===== src/rtl/alu_cmd_sequencer_if.sv =====
// Bundles the command, ALU, result and status signals of the ALU command sequencer.
// The slave modport is the sequencer side and the master modport is the environment side.
interface alu_cmd_sequencer_if;
  logic       cmd_valid;
  logic       cmd_ready;
  logic [3:0] cmd_opcode;
  logic [3:0] cmd_a;
  logic [3:0] cmd_b;

  logic [3:0] alu_opcode;
  logic [3:0] alu_a;
  logic [3:0] alu_b;
  logic [3:0] alu_x;
  logic [3:0] alu_y;

  logic       res_valid;
  logic       res_ready;
  logic [7:0] res_data;
  logic [3:0] res_opcode;
  logic       res_zero;

  logic       busy;
  logic [7:0] issued_count;

  modport slave (
    input  cmd_valid, cmd_opcode, cmd_a, cmd_b, alu_x, alu_y, res_ready,
    output cmd_ready, alu_opcode, alu_a, alu_b,
    output res_valid, res_data, res_opcode, res_zero, busy, issued_count
  );

  modport master (
    output cmd_valid, cmd_opcode, cmd_a, cmd_b, alu_x, alu_y, res_ready,
    input  cmd_ready, alu_opcode, alu_a, alu_b,
    input  res_valid, res_data, res_opcode, res_zero, busy, issued_count
  );
endinterface


===== src/rtl/alu_cmd_sequencer.sv =====
// Queues ALU commands, issues one at a time, captures masked {y,x}; result SETTLE_CYCLES+1 edges after push.
// cmd_ready drops when the FIFO is full; a held result (res_ready=0) stalls further issue.
module alu_cmd_fifo #(
  parameter int W     = 12,
  parameter int DEPTH = 4
) (
  input  logic         clk,
  input  logic         rst,
  input  logic         push_i,
  input  logic         pop_i,
  input  logic [W-1:0] wdata_i,
  output logic [W-1:0] rdata_o,
  output logic         full_o,
  output logic         empty_o
);
  localparam int AW = $clog2(DEPTH);
  localparam int CW = AW + 1;

  logic [W-1:0]  mem_q [DEPTH];
  logic [AW-1:0] wr_ptr_q;
  logic [AW-1:0] rd_ptr_q;
  logic [CW-1:0] count_q;
  logic          do_push;
  logic          do_pop;

  // Push is gated by full only, so a same-cycle pop never frees room for a push.
  assign full_o  = (count_q == CW'(DEPTH));
  assign empty_o = (count_q == '0);
  assign do_push = push_i && !full_o;
  assign do_pop  = pop_i && !empty_o;
  assign rdata_o = mem_q[rd_ptr_q];

  always_ff @(posedge clk) begin
    if (do_push) begin
      mem_q[wr_ptr_q] <= wdata_i;
    end
  end

  always_ff @(posedge clk or posedge rst) begin
    if (rst) begin
      wr_ptr_q <= '0;
      rd_ptr_q <= '0;
      count_q  <= '0;
    end else begin
      if (do_push) wr_ptr_q <= wr_ptr_q + AW'(1);
      if (do_pop)  rd_ptr_q <= rd_ptr_q + AW'(1);
      case ({do_push, do_pop})
        2'b10:   count_q <= count_q + CW'(1);
        2'b01:   count_q <= count_q - CW'(1);
        default: count_q <= count_q;
      endcase
    end
  end
endmodule

module alu_cmd_sequencer #(
  parameter int FIFO_DEPTH    = 4,
  parameter int SETTLE_CYCLES = 1
) (
  input  logic                clk,
  input  logic                rst,
  alu_cmd_sequencer_if.slave  bus
);
  localparam int SW = (SETTLE_CYCLES > 1) ? $clog2(SETTLE_CYCLES) : 1;

  typedef struct packed {
    logic [3:0] opcode;
    logic [3:0] a;
    logic [3:0] b;
  } cmd_t;

  typedef enum logic [1:0] {
    IDLE   = 2'd0,
    SETTLE = 2'd1,
    HOLD   = 2'd2
  } state_t;

  state_t        state_q, state_d;
  logic [SW-1:0] cnt_q, cnt_d;
  logic [3:0]    alu_op_q, alu_op_d;
  logic [3:0]    alu_a_q, alu_a_d;
  logic [3:0]    alu_b_q, alu_b_d;
  logic          res_valid_q, res_valid_d;
  logic [7:0]    res_data_q, res_data_d;
  logic [3:0]    res_op_q, res_op_d;
  logic          res_zero_q, res_zero_d;
  logic [7:0]    issued_q, issued_d;

  cmd_t fifo_wdata;
  cmd_t fifo_rdata;
  logic fifo_full;
  logic fifo_empty;
  logic pop;
  logic capture;

  function automatic logic [7:0] mask_result(input logic [3:0] op, input logic [3:0] x,
                                             input logic [3:0] y);
    logic [7:0] r;
    case (op)
      4'h3, 4'h4, 4'h5, 4'hB, 4'hF: r = {4'b0, x};
      4'hA:                         r = {3'b0, y[0], x};
      4'hC, 4'hD, 4'hE:             r = {y, x};
      default:                      r = {7'b0, x[0]};
    endcase
    return r;
  endfunction

  assign fifo_wdata = '{opcode: bus.cmd_opcode, a: bus.cmd_a, b: bus.cmd_b};

  alu_cmd_fifo #(
    .W     ($bits(cmd_t)),
    .DEPTH (FIFO_DEPTH)
  ) u_fifo (
    .clk     (clk),
    .rst     (rst),
    .push_i  (bus.cmd_valid),
    .pop_i   (pop),
    .wdata_i (fifo_wdata),
    .rdata_o (fifo_rdata),
    .full_o  (fifo_full),
    .empty_o (fifo_empty)
  );

  always_ff @(posedge clk or posedge rst) begin
    if (rst) begin
      state_q     <= IDLE;
      cnt_q       <= '0;
      alu_op_q    <= '0;
      alu_a_q     <= '0;
      alu_b_q     <= '0;
      res_valid_q <= 1'b0;
      res_data_q  <= '0;
      res_op_q    <= '0;
      res_zero_q  <= 1'b0;
      issued_q    <= '0;
    end else begin
      state_q     <= state_d;
      cnt_q       <= cnt_d;
      alu_op_q    <= alu_op_d;
      alu_a_q     <= alu_a_d;
      alu_b_q     <= alu_b_d;
      res_valid_q <= res_valid_d;
      res_data_q  <= res_data_d;
      res_op_q    <= res_op_d;
      res_zero_q  <= res_zero_d;
      issued_q    <= issued_d;
    end
  end

  always_comb begin
    state_d = state_q;
    case (state_q)
      IDLE:    if (!fifo_empty) state_d = SETTLE;
      SETTLE:  if (cnt_q == '0) state_d = HOLD;
      HOLD:    if (bus.res_ready) state_d = IDLE;
      default: state_d = IDLE;
    endcase
  end

  always_comb begin
    pop         = (state_q == IDLE) && !fifo_empty;
    capture     = (state_q == SETTLE) && (cnt_q == '0);
    cnt_d       = cnt_q;
    alu_op_d    = alu_op_q;
    alu_a_d     = alu_a_q;
    alu_b_d     = alu_b_q;
    res_valid_d = res_valid_q;
    res_data_d  = res_data_q;
    res_op_d    = res_op_q;
    res_zero_d  = res_zero_q;
    issued_d    = issued_q;
    if (pop) begin
      alu_op_d = fifo_rdata.opcode;
      alu_a_d  = fifo_rdata.a;
      alu_b_d  = fifo_rdata.b;
      cnt_d    = SW'(SETTLE_CYCLES - 1);
    end
    if (state_q == SETTLE && cnt_q != '0) begin
      cnt_d = cnt_q - SW'(1);
    end
    if (capture) begin
      res_data_d  = mask_result(alu_op_q, bus.alu_x, bus.alu_y);
      res_zero_d  = (mask_result(alu_op_q, bus.alu_x, bus.alu_y) == 8'h00);
      res_op_d    = alu_op_q;
      res_valid_d = 1'b1;
      issued_d    = issued_q + 8'd1;
    end
    if (state_q == HOLD && bus.res_ready) begin
      res_valid_d = 1'b0;
    end
  end

  assign bus.cmd_ready    = !fifo_full;
  assign bus.alu_opcode   = alu_op_q;
  assign bus.alu_a        = alu_a_q;
  assign bus.alu_b        = alu_b_q;
  assign bus.res_valid    = res_valid_q;
  assign bus.res_data     = res_data_q;
  assign bus.res_opcode   = res_op_q;
  assign bus.res_zero     = res_zero_q;
  assign bus.busy         = (state_q != IDLE) || !fifo_empty;
  assign bus.issued_count = issued_q;
endmodule


===== src/flat_wrapper.sv =====
// flat-port wrapper written by rule: the top's interface ports become plain ports
module alu_cmd_sequencer_flat 
#(
  parameter int FIFO_DEPTH    = 4,
  parameter int SETTLE_CYCLES = 1
)
  (clk, rst, bus_cmd_valid, bus_cmd_opcode, bus_cmd_a, bus_cmd_b, bus_alu_x, bus_alu_y, bus_res_ready, bus_cmd_ready, bus_alu_opcode, bus_alu_a, bus_alu_b, bus_res_valid, bus_res_data, bus_res_opcode, bus_res_zero, bus_busy, bus_issued_count);
  alu_cmd_sequencer_if bus_i ();
  input  logic clk;
  input  logic rst;
  input wire logic [$bits(bus_i.cmd_valid)-1:0] bus_cmd_valid;
  input wire logic [$bits(bus_i.cmd_opcode)-1:0] bus_cmd_opcode;
  input wire logic [$bits(bus_i.cmd_a)-1:0] bus_cmd_a;
  input wire logic [$bits(bus_i.cmd_b)-1:0] bus_cmd_b;
  input wire logic [$bits(bus_i.alu_x)-1:0] bus_alu_x;
  input wire logic [$bits(bus_i.alu_y)-1:0] bus_alu_y;
  input wire logic [$bits(bus_i.res_ready)-1:0] bus_res_ready;
  output wire logic [$bits(bus_i.cmd_ready)-1:0] bus_cmd_ready;
  output wire logic [$bits(bus_i.alu_opcode)-1:0] bus_alu_opcode;
  output wire logic [$bits(bus_i.alu_a)-1:0] bus_alu_a;
  output wire logic [$bits(bus_i.alu_b)-1:0] bus_alu_b;
  output wire logic [$bits(bus_i.res_valid)-1:0] bus_res_valid;
  output wire logic [$bits(bus_i.res_data)-1:0] bus_res_data;
  output wire logic [$bits(bus_i.res_opcode)-1:0] bus_res_opcode;
  output wire logic [$bits(bus_i.res_zero)-1:0] bus_res_zero;
  output wire logic [$bits(bus_i.busy)-1:0] bus_busy;
  output wire logic [$bits(bus_i.issued_count)-1:0] bus_issued_count;
  assign bus_i.cmd_valid = bus_cmd_valid;
  assign bus_i.cmd_opcode = bus_cmd_opcode;
  assign bus_i.cmd_a = bus_cmd_a;
  assign bus_i.cmd_b = bus_cmd_b;
  assign bus_i.alu_x = bus_alu_x;
  assign bus_i.alu_y = bus_alu_y;
  assign bus_i.res_ready = bus_res_ready;
  assign bus_cmd_ready = bus_i.cmd_ready;
  assign bus_alu_opcode = bus_i.alu_opcode;
  assign bus_alu_a = bus_i.alu_a;
  assign bus_alu_b = bus_i.alu_b;
  assign bus_res_valid = bus_i.res_valid;
  assign bus_res_data = bus_i.res_data;
  assign bus_res_opcode = bus_i.res_opcode;
  assign bus_res_zero = bus_i.res_zero;
  assign bus_busy = bus_i.busy;
  assign bus_issued_count = bus_i.issued_count;
  alu_cmd_sequencer #(.FIFO_DEPTH(FIFO_DEPTH), .SETTLE_CYCLES(SETTLE_CYCLES)) u_core (.clk(clk), .rst(rst), .bus(bus_i));
endmodule

===== config.mk =====
export PLATFORM = sky130hd
export DESIGN_NAME = alu_cmd_sequencer_flat
export DESIGN_NICKNAME = d
export VERILOG_FILES = /design/src/rtl/alu_cmd_sequencer_if.sv /design/src/rtl/alu_cmd_sequencer.sv /design/src/flat_wrapper.sv
export SDC_FILE = /design/constraint.sdc
export NUM_CORES = 1
export LEC_CHECK = 0
export CORE_MARGIN = 4
export CORE_UTILIZATION = 48
export CTS_CLUSTER_DIAMETER = 150
export DETAILED_ROUTE_END_ITERATION = 8
export PLACE_DENSITY_LB_ADDON = 0.05
export SLEW_MARGIN = 20
export SYNTH_ARGS = -nofsm -noshare
export SYNTH_HDL_FRONTEND = slang
export SYNTH_HIERARCHICAL = 1
export SYNTH_SLANG_ARGS = --single-unit

===== constraint.sdc =====
create_clock -name clk -period 2.2 [get_ports clk]
set_input_delay 0.33 -clock clk [delete_from_list [all_inputs] [get_ports clk]]
set_output_delay 0.33 -clock clk [all_outputs]
set_load 0.02 [all_outputs]

==> reports/qor_table.md <==
| Stage | Result | This run |
| --- | --- | --- |
| setup path | Endpoint of the lowest-slack register-to-register path | u_core/u_fifo/count_q[2]$_DFFE_PP0P_ |
| synth | Share of async-settable or async-resettable flops after synthesis | 0.478 |
| synth | Number of distinct library cells after synthesis | 39 |
| setup path | Endpoint required time on the critical path | 1.87 ns |
| setup path | FF-to-FF Start | u_core/state_q[0]$_DFFE_PP0P_ |
| synth | Number of enable flip-flop cells after synthesis | 48 |
| final layout | Diodes inserted | 0 |
| global route | Antenna violations before repair | 0 |
| die | Starting density of the core | 0.502 |
| synth | Cell area after synthesis | 3720 µm² |
| timing | TNS Setup | 0 ns |
| timing | Max-Slew Margin vs Limit | 0.598 |
| synth | Number of instances in the synthesized netlist | 234 |
| synth | Ranking of synthesized cells by area | edfxtp_1, dfrtp_1, mux4_2 |
| die | Floorplan die height | 96.0 µm |
| route | Number of vias in the routed layout | 2068 |
| global route | Number of global-route vias before repair | 2047 |
| power and ir drop | Largest voltage drop on the vdd net | 0.465 mV |
| final layout | Number of nets in the final layout | 339 |
| synth | Portion of the post-synthesis area used by sequential elements | 0.683 |
| synth | Top cell type's share of synthesized area | 0.387 |
| clocking | Clock slew at reported path FFs | 0.09 ns |
| power and ir drop | Leakage | 1.82 nW |
| route | Post-route DRC violation count | 0 |
| synth | Primary FF master, synth | edfxtp_1 |
| timing | Actual slew at the worst max-slew pin | 0.603 ns |
| timing | Worst hold slack after final layout | 0.239 ns |
| final layout | Layout cell share with drive strength beyond 1 | 0.173 |
| synth | Count of warnings emitted by yosys | 6 |
| timing | Worst Clk Skew | 0.00692 ns |
| setup path | Critical path endpoint category | primary output |
| clocking | Number of buffers inserted by hold repair at cts | 0 |
| final layout | Core occupancy in the finished layout | 0.627 |
| placed design | Port Buffers | 59 |
| placed design | Area post-placement | 4450 µm² |
| final layout | Synthesis-to-layout area growth | 24.8% |
| timing | Minimum clock period | 2.02 ns |
| synth | Post-Syn Nets | 265 |
| run | Max-cap check violation count | 0 |
| clocking | TritonCTS clock tree | yes |
| clocking | Clock insertion delay at the later pin of the skew report | 0.34 ns |
| setup path | Arrival time of data at the critical path endpoint | 1.69 ns |
| route | Wire per inst | 15.3 µm |
| global route | Total global routing overflow | 0 |
| route | Detailed-router iteration count before antenna repair | 4 |
| global route | Pin count of the biggest net entering global routing | 38 |
| clocking | Total clock buffers created by CTS | 9 |
| route | Via-to-Cell Ratio | 5.02 |
| synth | Cell accounting for the most synthesized area | edfxtp_1 |
| placed design | Routability cong. | 0.764 |
| clocking | H-tree depth reported by CTS | 3 |
| route | Final ANT Viol Nets | 0 |
| synth | Synthesis-stage register bit count | 92 |
| die | Core Rows | 31 |
| timing | Top achievable clock speed | 495 MHz |
| timing | Endpoints failing hold | 0 |
| setup path | CP Class | flip-flop to primary output |
| clocking | Longest Clk Path Bufs | 2 |
| run status | Result of the run | complete, no violations |
| setup path | Internal reg-to-reg setup slack | 0.20 ns |
| final layout | Final std cell area, no fill | 4640 µm² |
| die | Ports placed on the boundary | 60 |
| die | Core ar. | 7410 µm² |
| route | Post-detailed-routing wire length | 6320 µm |
| power and ir drop | Pwr per Cell Area | 1400 nW/µm² |
| timing | Total count of max-transition violations in the final report | 0 |
| global route | Gr usage total | 0.151 |
| setup path | Highest net fanout along the worst path | 5 |
| hold path | Worst min path class | input pin to asynchronous set/reset pin |
| setup path | Depth of the worst register-to-register path | 8 |
| route | Number of DRC violations after detailed-routing iteration 0 | 44 |
| timing | Period Utilization, post-route | 0.919 |
| timing | Final-report setup violation count | 0 |
| clocking | Root buffer selected by CTS | clkbuf_8 |
| die | Width of the die | 96.0 µm |
| clocking | Clock tree sinks | 92 |
| synth | Most numerous cell in the Yosys netlist | edfxtp_1 |
| global route | Global-route wire length before repair | 10400 µm |
| final layout | Fillcell total | 573 |
| placed design | DP Wirelength | 4320 µm |
| die | Die area | 9220 µm² |
| timing | Setup repair after global routing missed its margin | no |
| synth | Avg Cell Area, Syn | 15.9 µm² |
| synth | Post-synth top cells | edfxtp_1, dfrtp_1, nand2_1 |
| setup path | Kind of launch point of the worst setup path | flip-flop |
[cell usage in the layout, fill, tap and decap left out, types with 2 or more instances in the layout]
cell | Yosys | layout
clkdlybuf4s50_1 | 0 | 59
edfxtp_1 | 48 | 48
dfrtp_1 | 44 | 44
nand2_1 | 32 | 32
mux2_2 | 12 | 12
buf_4 | 1 | 12
inv_1 | 10 | 10
clkbuf_8 | 0 | 9
xnor2_1 | 8 | 8
mux4_2 | 8 | 8
nor2_1 | 6 | 6
ha_1 | 6 | 6
xor2_1 | 5 | 5
o21ai_0 | 5 | 5
mux4_1 | 4 | 4
and2_1 | 4 | 4
nor3_2 | 1 | 3
nor2b_1 | 3 | 3
nor3_1 | 5 | 3
nand4_1 | 3 | 3
a22o_1 | 3 | 3
inv_8 | 0 | 2
clkinv_4 | 0 | 2
nand3_1 | 2 | 2
nand2b_1 | 2 | 2
[what timing repair did]
item	in CTS	in global routing
endpoints found under the setup margin	0	2
setup buffers	0	1
resized for setup	0	1
[layer usage]
metal | vias up | GRT usage | wire [µm]
li1 | 992 | - | -
met1 | 1029 | 0.209 | 2970
met2 | 40 | 0.232 | 2970
met3 | 7 | 0.0274 | 287
met4 | 0 | 0.0746 | 87
met5 | - | 0 | 0
[through the flow]
step | power, W | instances | worst slack, ns
final | 0.00652 | 412 | 0.179
after global routing | 0.00696 | 412 | 0.0502
after CTS | 0.00659 | 411 | 0.0259
after detailed placement | 0.00554 | 395 | 0.111
after global placement | 0.00551 | 395 | 0.198
after floorplan | 0.00456 | 234 | 0.00658
[power breakdown]
group | switching (W) | total [W] | internal, W
logic | 0.00129 | 0.00269 | 0.00141
registers | 0.000399 | 0.00279 | 0.00239
clock network | 0.000613 | 0.00104 | 0.000431
total | 0.00230 | 0.00652 | 0.00422
[kinds of logic after synthesis]
kind of cell / count (synthesis) / synth area share
compound gates: 15 / 0.0279
fa+ha+maj: 7 / 0.0256
xor+xnor: 13 / 0.0306
flops: 92 / 0.683
buf+inv: 18 / 0.0306
simple gates: 63 / 0.0824
mux: 26 / 0.120
[sequential cells by signal, summed over array words and instances (netlist names)]
signal,count
u_core/bus.issued_count,8
u_core/bus.alu_b,4
u_core/u_fifo/mem_q,48
u_core/state_q,2
u_core/u_fifo/count_q,3
u_core/u_fifo/rd_ptr_q,2
u_core/bus.alu_a,4
u_core/bus.res_zero,1
u_core/bus.res_data,8
u_core/bus.res_opcode,4
u_core/cnt_q,1
u_core/u_fifo/wr_ptr_q,2
u_core/bus.res_valid,1
u_core/bus.alu_opcode,4
[layout make-up]
class	count	area [µm²]	area share
flip-flops and latches	92	2540	0.548
clock buffers	9	124	0.0267
well taps	99	124	0.0267
multi-input cells	124	1070	0.231
inverters	10	37.5	0.00808
clock inverters	7	60.1	0.0129
repair buffers	71	681	0.147
[worst max-delay path, stage by stage (launching register included)]
cell and delay [ns]:
dfrtp_1 0.45, nor3_2 0.26, nand2_1 0.08, clkdlybuf4s50_1 0.55
[how the worst max path moves through the flow]
| stage | startpoint | endpoint | slack (ns) | depth (start not counted) |
|---|---|---|---|---|
| floorplan | u_core/state_q[1]$_DFFE_PP0P_ | u_core/u_fifo/count_q[2]$_DFFE_PP0P_ | 0.007 | 10 |
| global placement | bus_cmd_valid | u_core/u_fifo/count_q[2]$_DFFE_PP0P_ | 0.20 | 9 |
| detailed placement | u_core/u_fifo/count_q[0]$_DFFE_PP0P_ | u_core/u_fifo/count_q[2]$_DFFE_PP0P_ | 0.11 | 9 |
| CTS | u_core/u_fifo/count_q[0]$_DFFE_PP0P_ | bus_busy | 0.03 | 3 |
| global route | u_core/state_q[0]$_DFFE_PP0P_ | u_core/u_fifo/count_q[2]$_DFFE_PP0P_ | 0.05 | 8 |
| finish | u_core/u_fifo/count_q[0]$_DFFE_PP0P_ | bus_busy | 0.18 | 3 |
Note: power is estimated with default switching activity, not from simulation.
